### src/rtl/membus_dma_pkg.sv
// Shared membus constants, DMA copy FSM state encoding and the address alignment helper.
package membus_dma_pkg;

  localparam int unsigned MEMBUS_DATA_WIDTH = 32;
  localparam int unsigned XLEN              = 32;

  typedef enum logic [2:0] {
    IDLE    = 3'd0,
    RD_REQ  = 3'd1,
    RD_WAIT = 3'd2,
    WR_REQ  = 3'd3,
    WR_WAIT = 3'd4,
    DONE    = 3'd5
  } dma_state_t;

  // Clear the byte-offset bits so the address points at the start of a bus word.
  function automatic logic [63:0] align_addr(input logic [63:0] addr,
                                             input int unsigned bytes_per_word);
    return addr & ~(64'(bytes_per_word) - 64'd1);
  endfunction

endpackage

### src/rtl/membus_if.sv
// Membus request/response port: held valid/ready request, one rvalid per accepted request.
interface membus #(
  parameter int unsigned DATA_WIDTH = 32,
  parameter int unsigned ADDR_WIDTH = 32
);
  logic                    valid;
  logic                    ready;
  logic                    wen;
  logic [ADDR_WIDTH-1:0]   addr;
  logic [DATA_WIDTH-1:0]   wdata;
  logic [DATA_WIDTH/8-1:0] wmask;
  logic                    rvalid;
  logic [DATA_WIDTH-1:0]   rdata;

  modport master (output valid, wen, addr, wdata, wmask, input ready, rvalid, rdata);
  modport slave  (input valid, wen, addr, wdata, wmask, output ready, rvalid, rdata);
endinterface

### src/rtl/membus_dma_copy.sv
// Word-granular memory-to-memory copy engine on a single membus master port.
// Moves len_words words one at a time (read then write), holding each request until ready.
module membus_dma_copy
  import membus_dma_pkg::*;
#(
  parameter int unsigned DATA_WIDTH = MEMBUS_DATA_WIDTH,
  parameter int unsigned ADDR_WIDTH = XLEN,
  parameter int unsigned LEN_WIDTH  = 16
) (
  input  logic                  clk,
  input  logic                  rst,
  input  logic                  start,
  input  logic [ADDR_WIDTH-1:0] src_addr,
  input  logic [ADDR_WIDTH-1:0] dst_addr,
  input  logic [LEN_WIDTH-1:0]  len_words,
  output logic                  busy,
  output logic                  done,
  membus.master                 bus
);

  localparam int unsigned STRB_WIDTH = DATA_WIDTH / 8;
  localparam int unsigned STEP       = STRB_WIDTH;

  dma_state_t              state_q, state_n;
  logic [ADDR_WIDTH-1:0]   src_q, src_n;
  logic [ADDR_WIDTH-1:0]   dst_q, dst_n;
  logic [LEN_WIDTH-1:0]    cnt_q, cnt_n;
  logic [DATA_WIDTH-1:0]   data_q, data_n;

  logic                    valid_q, valid_n;
  logic                    wen_q, wen_n;
  logic [ADDR_WIDTH-1:0]   addr_q, addr_n;
  logic [DATA_WIDTH-1:0]   wdata_q, wdata_n;
  logic [STRB_WIDTH-1:0]   wmask_q, wmask_n;
  logic                    busy_n, done_n;

  // Next-state, working registers and the request presented in the next state.
  always_comb begin
    state_n = state_q;
    src_n   = src_q;
    dst_n   = dst_q;
    cnt_n   = cnt_q;
    data_n  = data_q;

    case (state_q)
      IDLE: begin
        if (start) begin
          if (len_words != '0) begin
            src_n   = ADDR_WIDTH'(align_addr(64'(src_addr), STEP));
            dst_n   = ADDR_WIDTH'(align_addr(64'(dst_addr), STEP));
            cnt_n   = len_words;
            state_n = RD_REQ;
          end else begin
            state_n = DONE;
          end
        end
      end
      RD_REQ:  if (bus.ready)  state_n = RD_WAIT;
      RD_WAIT: begin
        if (bus.rvalid) begin
          data_n  = bus.rdata;
          state_n = WR_REQ;
        end
      end
      WR_REQ:  if (bus.ready)  state_n = WR_WAIT;
      WR_WAIT: begin
        // Compare before decrementing so the count never underflows.
        if (bus.rvalid) begin
          src_n   = src_q + ADDR_WIDTH'(STEP);
          dst_n   = dst_q + ADDR_WIDTH'(STEP);
          cnt_n   = cnt_q - LEN_WIDTH'(1);
          state_n = (cnt_q == LEN_WIDTH'(1)) ? DONE : RD_REQ;
        end
      end
      DONE:    state_n = IDLE;
      default: state_n = IDLE;
    endcase

    valid_n = (state_n == RD_REQ) || (state_n == WR_REQ);
    wen_n   = (state_n == WR_REQ);
    addr_n  = '0;
    wdata_n = '0;
    wmask_n = '0;
    if (state_n == RD_REQ) begin
      addr_n = src_n;
    end else if (state_n == WR_REQ) begin
      addr_n  = dst_n;
      wdata_n = data_n;
      wmask_n = '1;
    end
    busy_n = (state_n != IDLE) && (state_n != DONE);
    done_n = (state_n == DONE);
  end

  always_ff @(posedge clk or posedge rst) begin
    if (rst) begin
      state_q <= IDLE;
      src_q   <= '0;
      dst_q   <= '0;
      cnt_q   <= '0;
      data_q  <= '0;
      valid_q <= 1'b0;
      wen_q   <= 1'b0;
      addr_q  <= '0;
      wdata_q <= '0;
      wmask_q <= '0;
      busy    <= 1'b0;
      done    <= 1'b0;
    end else begin
      state_q <= state_n;
      src_q   <= src_n;
      dst_q   <= dst_n;
      cnt_q   <= cnt_n;
      data_q  <= data_n;
      valid_q <= valid_n;
      wen_q   <= wen_n;
      addr_q  <= addr_n;
      wdata_q <= wdata_n;
      wmask_q <= wmask_n;
      busy    <= busy_n;
      done    <= done_n;
    end
  end

  always_comb begin
    bus.valid = valid_q;
    bus.wen   = wen_q;
    bus.addr  = addr_q;
    bus.wdata = wdata_q;
    bus.wmask = wmask_q;
  end

endmodule
### src/flat_wrapper.sv
// flat-port wrapper written by rule: the top's interface ports become plain ports
module membus_dma_copy_flat import membus_dma_pkg::*;
#(
  parameter int unsigned DATA_WIDTH = MEMBUS_DATA_WIDTH,
  parameter int unsigned ADDR_WIDTH = XLEN,
  parameter int unsigned LEN_WIDTH  = 16
)
  (clk, rst, start, src_addr, dst_addr, len_words, busy, done, bus_valid, bus_wen, bus_addr, bus_wdata, bus_wmask, bus_ready, bus_rvalid, bus_rdata);
  membus #(.DATA_WIDTH(DATA_WIDTH), .ADDR_WIDTH(ADDR_WIDTH)) bus_i ();
  input  logic clk;
  input  logic rst;
  input  logic start;
  input  logic [ADDR_WIDTH-1:0] src_addr;
  input  logic [ADDR_WIDTH-1:0] dst_addr;
  input  logic [LEN_WIDTH-1:0] len_words;
  output logic busy;
  output logic done;
  output wire logic [$bits(bus_i.valid)-1:0] bus_valid;
  output wire logic [$bits(bus_i.wen)-1:0] bus_wen;
  output wire logic [$bits(bus_i.addr)-1:0] bus_addr;
  output wire logic [$bits(bus_i.wdata)-1:0] bus_wdata;
  output wire logic [$bits(bus_i.wmask)-1:0] bus_wmask;
  input wire logic [$bits(bus_i.ready)-1:0] bus_ready;
  input wire logic [$bits(bus_i.rvalid)-1:0] bus_rvalid;
  input wire logic [$bits(bus_i.rdata)-1:0] bus_rdata;
  assign bus_valid = bus_i.valid;
  assign bus_wen = bus_i.wen;
  assign bus_addr = bus_i.addr;
  assign bus_wdata = bus_i.wdata;
  assign bus_wmask = bus_i.wmask;
  assign bus_i.ready = bus_ready;
  assign bus_i.rvalid = bus_rvalid;
  assign bus_i.rdata = bus_rdata;
  membus_dma_copy #(.DATA_WIDTH(DATA_WIDTH), .ADDR_WIDTH(ADDR_WIDTH), .LEN_WIDTH(LEN_WIDTH)) u_core (.clk(clk), .rst(rst), .start(start), .src_addr(src_addr), .dst_addr(dst_addr), .len_words(len_words), .busy(busy), .done(done), .bus(bus_i));
endmodule
### config.mk
export PLATFORM = sky130hd
export DESIGN_NAME = membus_dma_copy_flat
export DESIGN_NICKNAME = d
export VERILOG_FILES = /design/src/rtl/membus_dma_pkg.sv /design/src/rtl/membus_if.sv /design/src/rtl/membus_dma_copy.sv /design/src/flat_wrapper.sv
export SDC_FILE = /design/constraint.sdc
export NUM_CORES = 1
export LEC_CHECK = 0
export BUFFER_PORTS_ARGS = -buffer_cell sky130_fd_sc_hd__buf_2
export CORE_MARGIN = 2
export CORE_UTILIZATION = 49
export CTS_BUF_LIST = sky130_fd_sc_hd__clkbuf_8 sky130_fd_sc_hd__clkbuf_16
export CTS_CLUSTER_DIAMETER = 80
export DETAILED_ROUTE_END_ITERATION = 8
export PLACE_DENSITY = 0.87
export REMOVE_ABC_BUFFERS = 1
export SYNTH_ARGS = -nofsm -noshare
export SYNTH_HDL_FRONTEND = slang
export SYNTH_SLANG_ARGS = --single-unit
### constraint.sdc
create_clock -name clk -period 7.41 [get_ports clk]
set_input_delay 2.223 -clock clk [delete_from_list [all_inputs] [get_ports clk]]
set_output_delay 2.223 -clock clk [all_outputs]
set_load 0.05 [all_outputs]
Yosys cells after proc, flatten, opt, wreduce, memory -nomap -nowiden
Index checks and enable logic that the tools add are counted.
Storage, ports and cells
  register bits after elaboration: 187
  latch bits: 0
  bits in writable memories: 0
  memory bits (read-only): 0
  input bits: 117
  output and inout bits: 72
  word-level logic and storage cells: 62
  memories: 0
Operators by class
  add/sub/neg operators: 3
  multiply operators: 0
  divide/modulo/power cells: 0
  order comparisons: 0
  equal/unequal tests: 12
  shift operators: 0
  multiplexer cells: 28
  bitwise logic cells: 0
  reduce and logical (&&, ||, !) cells: 7
Operators with widths (count)
  $mux 32: 12
  $pmux 32 s2: 2
  $add 32x3->32 const B: 2
  $mux 16: 3
  $pmux 16 s2: 1
  $mux 3: 7
  $eq 16x1->1 const B: 1
  $reduce_bool 16->1: 1
  $sub 16x1->16 const B: 1
  $pmux 3 s5: 1
  $eq 3x2->1 const B: 3
  $mux 4: 2
  $eq 3x1->1 const B: 2
  $eq 3x3->1 const B: 2
  $ne 2x2->1 const B: 2
  $reduce_and 4->1: 1
  $logic_not 3->1: 1
  $ne 3x3->1 const B: 1
  $reduce_bool 3->1: 1
  $ne 2x1->1 const B: 1
  $reduce_bool 2->1: 1
  $logic_and 1x1->1: 1
  $logic_or 1x1->1: 1

Logic depth before layout (Yosys ltp)
Gate-level depths: netlist (run 1).
  word-level depth: 7
  gate-level depth with buffers: 11
  mapped depth without buffers: 7

Worst setup path before layout (run 1)
OpenSTA, ideal clock, no wires.
  kind: input to register
  start: input port len_words[1]
  end: register u_core.addr_q[23], in the netlist u_core.bus.addr[23]
  setup time: 0.121 ns
  arrival time: 4.360 ns
  data required time: 7.289 ns
  slack: 2.929 ns
  cell stages on the path: 8
  buffers on the path: 3
  cell sequence: or4_1 or4_1 buf_6 and2_4 buf_6 buf_6 a221o_1 a22o_1
Between the ends
  elaborated cells on any way between the ends: 14
  those cells by class: 2 x eq/ne; 11 x mux; 1 x reduce/logical
RTL lines
  start: declaration: RTL line flat_wrapper.sv:15  | input logic [LEN_WIDTH-1:0] len_words;
  $reduce_bool 16->1: RTL line membus_dma_copy.sv:48  | if (len_words != '0) begin
  $mux 32: RTL line membus_dma_copy.sv:48
  $mux 32: RTL line membus_dma_copy.sv:47  | if (start) begin
  $pmux 32 s2: RTL line membus_dma_copy.sv:45  | case (state_q)
  named net u_core.dst_n[23]: RTL line membus_dma_copy.sv:26  | logic [ADDR_WIDTH-1:0] dst_q, dst_n;
  $mux 32: RTL line membus_dma_copy.sv:86  | end else if (state_n == WR_REQ) begin
  $mux 32: RTL line membus_dma_copy.sv:84  | if (state_n == RD_REQ) begin
  named net u_core.addr_n[23]: RTL line membus_dma_copy.sv:32  | logic [ADDR_WIDTH-1:0] addr_q, addr_n;
  end signal: assignment: RTL line membus_dma_copy.sv:117  | addr_q <= addr_n;
  end: declaration: RTL line membus_dma_copy.sv:32
The timed path passes the listed nets, and every way through them passes these cells.
A chain may end at the register's enable or synchronous reset.

Worst setup path after layout (run 1)
  start: input port len_words[1]
  end: register u_core.cnt_q[0]
Between the ends
  word-level cells in the longest chain between the ends: 3
RTL lines
  $reduce_bool 16->1: RTL line membus_dma_copy.sv:48
  $ne 2x1->1 (no line)
  $reduce_and 4->1 (no line)
  end signal: assignment: RTL line membus_dma_copy.sv:113  | cnt_q <= cnt_n;
  end: declaration: RTL line membus_dma_copy.sv:27  | logic [LEN_WIDTH-1:0] cnt_q, cnt_n;
No other way between the ends.

==> results of run 1 <==
-- flip-flops by register name (all words and copies together), names as in the netlist --
register,flops
u_core.src_q,32
u_core.busy,1
u_core.bus.wen,1
u_core.done,1
u_core.dst_q,32
u_core.bus.wdata,32
u_core.bus.addr,32
u_core.data_q,32
u_core.bus.valid,1
u_core.cnt_q,16
u_core.bus.wmask,1
u_core.state_q,3
-- routing by layer --
metal,GRT usage,vias to the layer above
li1,-,3528
met3,0.06475,47
met2,0.4052,438
met5,0.01667,-
met4,0.08419,2
met1,0.3452,3645
-- report_power, final --
group	internal [mW]	leakage [nW]	switching (mW)
Combinational	0.689	2.22	1.38
Clock	0.495	0.298	0.433
Sequential	1.42	2.31	0.329
Total	2.60	4.83	2.15
-- metrics by stage --
stage / std cells / power (mW)
after floorplan: 804 / 3.177
after global placement: 1223 / 3.724
after detailed placement: 1223 / 3.799
after CTS: 1255 / 4.744
after global routing: 1255 / 5.030
final: 1256 / 4.749
-- cells in the final DEF, fill, tap and decap left out, drive strengths merged, types with 16 or more instances in the layout --
cell,n
nand2,73
nand3,42
dfrtp,184
inv,24
o21ai,45
and3,18
nand4,27
mux2,33
nor2,64
a21oi,39
clkbuf,18
a22o,22
nor3,18
buf,194
nor4,16
and2,41
-- cells by family (layout without fill, tap and decap cells) --
group,after synthesis,count (layout),synth area share
xor gates and xnor gates,5,5,0.005007
DFF,184,184,0.5263
and+or+nand+nor,332,332,0.1945
AOI/OAI and AO/OA,221,221,0.1791
buffers and inverters,76,243,0.03776
muxes,41,41,0.05163
adders and majority gates,4,4,0.005721
other,0,1,0
-- final cells by class --
type | instances | area (sq um)
sequential | 184 | 4604
clock inverter | 14 | 175.2
multi-input combinational | 603 | 3834
inverter | 17 | 68.82
tap | 225 | 281.5
clock buffer | 18 | 439.2
antenna | 1 | 2.502
timing repair buffer | 194 | 996.0
fill | 1418 | 6955
-- cell usage after synthesis (4+ instances only) --
cell type	number	area, sq um
mux2i_1	8	80.08
o22ai_1	8	50.05
a311oi_1	4	35.03
a21o_1	4	30.03
o32ai_1	4	35.03
inv_1	16	60.06
mux2_2	33	371.6
a21oi_1	38	190.2
or3_1	6	37.54
o211ai_1	14	105.1
ha_1	4	50.05
and3_1	18	112.6
nand2_1	73	274.0
dfrtp_1	184	4604
nor3_1	18	90.09
a22oi_1	11	82.58
nand4_1	27	168.9
a31oi_1	8	50.05
nand3_1	42	210.2
a221o_1	13	130.1
or4_1	11	82.58
o21ai_0	44	220.2
buf_2	9	45.04
and2_1	40	250.2
o311ai_0	6	52.55
a22o_1	22	192.7
nor4_1	16	100.1
clkbuf_1	40	150.1
buf_1	4	15.01
o2bb2ai_1	13	113.9
nor2_1	64	240.2
o221a_2	4	45.04
a211oi_1	6	45.04
-- path summary, 6_finish.rpt --
kind | cells after the start | endpoint | slack (ps)
max | 7 | u_core.cnt_q[0] | 2260
min | 1 | u_core.src_q[0] | 480
max reg2reg | 9 | u_core.bus.addr[2] | 3580
min reg2reg | 1 | u_core.src_q[0] | 480
max in group asynchronous | 3 | u_core.data_q[7] | 4280
min in group asynchronous | 2 | u_core.data_q[17] | 1900
==> flow_metrics.env, run 1 <==
export IMPL_status="finished, final reports clean"
export IMPL_wl_met2_um=11110
export IMPL_dpl_worst_slack_ps=1801
export IMPL_place_port_buffers=184
export IMPL_fin_hold_ws_ps=482.6
export IMPL_path_class="primary input to register"
export IMPL_rows=48
export IMPL_dr_max_layer_used="met5"
export IMPL_cts_tree="built"
export IMPL_drc_errors=0
export IMPL_crit_arrival_ps=5450
export IMPL_start_kind="primary input"
export IMPL_hp_class="register to register"
export IMPL_utilization=0.5993
export IMPL_area_growth_pct=18.89
export IMPL_tns_ps=0
export IMPL_clock_sinks=184
export IMPL_antenna_found_initial=1
export IMPL_core_area_sq_mm=0.01736
export IMPL_overflow=0
export IMPL_synth_area_sq_mm=0.008748
export IMPL_synth_ff_type="dfrtp_1"
export IMPL_cts_htree_levels=4
export IMPL_drive_gt1_frac=0.2650
export IMPL_max_vdd_ir_drop_mv=0.2536
export IMPL_rsz0062_at_grt="no"
export IMPL_grt_pass1_vias=6951
export IMPL_synth_seq_cells=184
export IMPL_routedWlPerCell_um=19.06
export IMPL_dr_pass1_iters=6
export IMPL_grt_pass1_wl_um=36850
export IMPL_place_gp_congestion=0.9260
export IMPL_drtAntennaViolNets=0
export IMPL_final_nets=1138
export IMPL_crit_required_ps=7700
export IMPL_drv_slew=0
export IMPL_cts_buffer_depth=2
export IMPL_routed_via_count=7660
export IMPL_die_h_um=137.6
export IMPL_cp_num_buf_inv=1
export IMPL_numCtsBuffers=17
export IMPL_critPathLaunch="len_words[1]"
export IMPL_stdcell_area_sq_mm=0.01040
export IMPL_post_route_period_util=0.6957
export IMPL_holdBufCountCts=0
export IMPL_cts_root_buf="clkbuf_16"
export IMPL_slew_headroom=0.2915
export IMPL_dpl_hpwl_um=16750
export IMPL_cts_resized=0
export IMPL_crit_family="simple AND/OR/NAND/NOR gates"
export IMPL_crit_slowest_cell="or4_1"
export IMPL_synth_edf_count=0
export IMPL_cp_slowest_stage_delay_ps=790
export IMPL_worst_slew_pin_slew_ps=1053
export IMPL_grt_total_usage=0.2565
export IMPL_met1Wirelength_um=9915
export IMPL_wl_um=23940
export IMPL_max_freq_ghz=0.1940
export IMPL_dr_wl_met3_um=2332
export IMPL_drtIter0Drc=857
export IMPL_clk_pin_slew_worst_paths_ps=70
export IMPL_dpl_instance_area_sq_mm=0.009778
export IMPL_io_pins=189
export IMPL_syn_area_per_cell_sq_um=10.14
export IMPL_fin_crit_ps=5155
export IMPL_grt_max_degree=80
export IMPL_power_density_mw_per_mm2=456.5
export IMPL_yosysWarnings=0
export IMPL_critPathMaxFanout=22
export IMPL_power_leakage_nw=4.832
export IMPL_r2r_start="u_core.state_q[2]"
export IMPL_synth_cell_types=63
export IMPL_setup_violations=0
export IMPL_post_cts_setup_buffers=0
export IMPL_clkLatencyLatePin_ps=430
export IMPL_fin_ws_ps=2255
export IMPL_end_kind="register"
export IMPL_die_area_sq_mm=0.01894
export IMPL_maxCapViolations=0
export IMPL_async_flop_share=1.000
export IMPL_hold_start="u_core.src_q[0]"
export IMPL_start_util=0.5040
export IMPL_crit_chain="buf_2 > or4_1 > or4_1 > nand2_1 > nand2_1 > nand3_1 > o211ai_1"
export IMPL_die_w_um=137.6
export IMPL_ys_seq_area_frac=0.5263
export IMPL_skew_ps=8.881
export IMPL_synthCells=863
export IMPL_final_hold_violation_count=0
export IMPL_viasPerCell=6.099
(Power assumes the default switching activity.)
==> run 2: changes to the inputs <==
==> constraint.sdc (replaced) <==
create_clock -name clk -period 4.5 [get_ports clk]
set_input_delay 1.35 -clock clk [delete_from_list [all_inputs] [get_ports clk]]
set_output_delay 1.35 -clock clk [all_outputs]
set_load 0.05 [all_outputs]
==> run 2 against run 1 <==
  * Final area increased by 0.58%
  * Non-clock buffer count up 9
  * Via count increased by 0.51%
  * First-iteration DRC count fell by 13%
  * Clock power increased by 58%
  * Hold slack better by 3.9 ps
  * Sequential cell count is the same
  * Clock skew increased by 4.0 ps
  * Combinational power grew 68%
  * Register-to-register slack worse by 2400 ps
  * Clock-buffer cell count down 1
  * Critical path type unchanged
  * Largest power group unchanged
==> flow_metrics.env, run 2 (synthesis gave the netlist of run 1 again) <==
export IMPL_status="finished, final reports clean"
export IMPL_drtAntennaViolNets=0
export IMPL_setup_violations=0
export IMPL_final_nets=1147
export IMPL_grt_max_degree=95
export IMPL_rows=48
export IMPL_slew_headroom=0.2407
export IMPL_end_kind="register"
export IMPL_io_pins=189
export IMPL_routed_via_count=7699
export IMPL_clk_pin_slew_worst_paths_ps=80
export IMPL_clkLatencyLatePin_ps=440
export IMPL_skew_ps=12.85
export IMPL_cp_num_buf_inv=3
export IMPL_cts_htree_levels=4
export IMPL_cp_slowest_stage_delay_ps=600
export IMPL_rsz0062_at_grt="no"
export IMPL_viasPerCell=6.081
export IMPL_post_cts_setup_buffers=0
export IMPL_crit_slowest_cell="or4_1"
export IMPL_max_vdd_ir_drop_mv=0.4024
export IMPL_numCtsBuffers=17
export IMPL_clock_sinks=184
export IMPL_routedWlPerCell_um=19.22
export IMPL_cts_resized=0
export IMPL_hp_class="register to register"
export IMPL_core_area_sq_mm=0.01736
export IMPL_final_cell_mix="buf_2, dfrtp_1, nand2_1, nor2_1, o21ai_0"
export IMPL_drv_slew=0
export IMPL_drc_errors=0
export IMPL_drtIter0Drc=746
export IMPL_power_density_mw_per_mm2=748.5
export IMPL_place_port_buffers=184
export IMPL_maxCapViolations=0
export IMPL_final_hold_violation_count=0
export IMPL_critPathMaxFanout=34
export IMPL_fin_hold_ws_ps=486.5
export IMPL_holdBufCountCts=0
export IMPL_fin_crit_ps=3705
export IMPL_cts_buffer_depth=2
export IMPL_start_util=0.5040
export IMPL_die_w_um=137.6
export IMPL_grt_pass1_vias=7267
export IMPL_crit_chain="buf_2 > or4_1 > or4_1 > buf_4 > nand2_1 > buf_12 > nand2_1 > nand3_1 > o211ai_1"
export IMPL_power_leakage_nw=4.870
export IMPL_fillerInstances=1418
export IMPL_crit_arrival_ps=3990
export IMPL_drive_gt1_frac=0.2685
export IMPL_die_area_sq_mm=0.01894
export IMPL_cts_root_buf="clkbuf_16"
export IMPL_area_growth_pct=19.58
export IMPL_wl_um=24340
export IMPL_worst_slew_pin_slew_ps=1128
export IMPL_die_h_um=137.6
export IMPL_start_kind="primary input"
export IMPL_grt_pass1_wl_um=37860
export IMPL_dpl_hpwl_um=17000
export IMPL_crit_required_ps=4780
export IMPL_overflow=0
export IMPL_crit_family="simple AND/OR/NAND/NOR gates"
export IMPL_post_route_period_util=0.8234
export IMPL_utilization=0.6027
export IMPL_dr_pass1_iters=6
export IMPL_cts_tree="built"
export IMPL_path_class="primary input to register"
export IMPL_antenna_found_initial=4
export IMPL_max_freq_ghz=0.2699
export IMPL_grt_total_usage=0.2610
export IMPL_place_gp_congestion=0.9313
-- run 2: changes by cell type in the layout (fill, tap and decap cells not counted), sizes merged --
cell / delta
buf: +9
bufinv: -1
clkbuf: -1
clkinv: +2
clkinvlp: +1
diode: +1
inv: -1
-- run 2: path summary, 6_finish.rpt --
path                              startpoint             endpoint  slack, ps  cells past startpoint
min reg2reg                  u_core.dst_q[0]      u_core.dst_q[0]        490                      1
min                          u_core.dst_q[0]      u_core.dst_q[0]        490                      1
min in group asynchronous                rst   u_core.bus.addr[5]       1090                      2
max                             len_words[1]      u_core.cnt_q[0]        790                      9
max reg2reg                u_core.state_q[1]  u_core.bus.addr[23]       1180                      6
max in group asynchronous                rst     u_core.dst_q[16]       2490                      3
-- run 2: metrics by stage --
step | setup WS (ps) | std cells | power (mW) | area [sq um] | setup TNS [ps]
CTS | 843.2 | 1264 | 7.790 | 10460 | 0
floorplan | -1850 | 804 | 5.231 | 8482 | -341780
global route | 686.1 | 1266 | 8.289 | 10460 | 0
global placement | 477.0 | 1232 | 6.169 | 9867 | 0
detailed placement | 391.0 | 1232 | 6.304 | 9867 | 0
finish | 794.9 | 1266 | 7.830 | 10460 | 0
-- run 2: report_power, final --
| part | internal (mW) | switching [mW] | total (mW) |
|---|---|---|---|
| sequential | 2.34 | 0.548 | 2.88 |
| combinational | 1.18 | 2.30 | 3.48 |
| clock | 0.743 | 0.729 | 1.47 |
| total | 4.26 | 3.57 | 7.83 |
-- run 2: routing by layer --
layer | vias up | GRT usage | share of wire | wire length, um
li1 | 3536 | - | - | -
met1 | 3675 | 0.3429 | 0.42 | 10150
met2 | 433 | 0.4138 | 0.46 | 11220
met3 | 53 | 0.06586 | 0.098 | 2396
met4 | 2 | 0.1065 | 0.023 | 558
met5 | - | 0 | 0.00066 | 16
-- run 2: final cells by class --
class                           count  area [sq um]  share of cell area
Inverter                           17         68.82            0.006578
Tap cell                          225         281.5             0.02691
Multi-Input combinational cell    603          3824              0.3655
Timing Repair Buffer              203          1089              0.1041
Clock buffer                       17         425.4             0.04066
Sequential cell                   184          4604              0.4401
Antenna cell                        2         5.005           0.0004784
Clock inverter                     15         163.9             0.01567
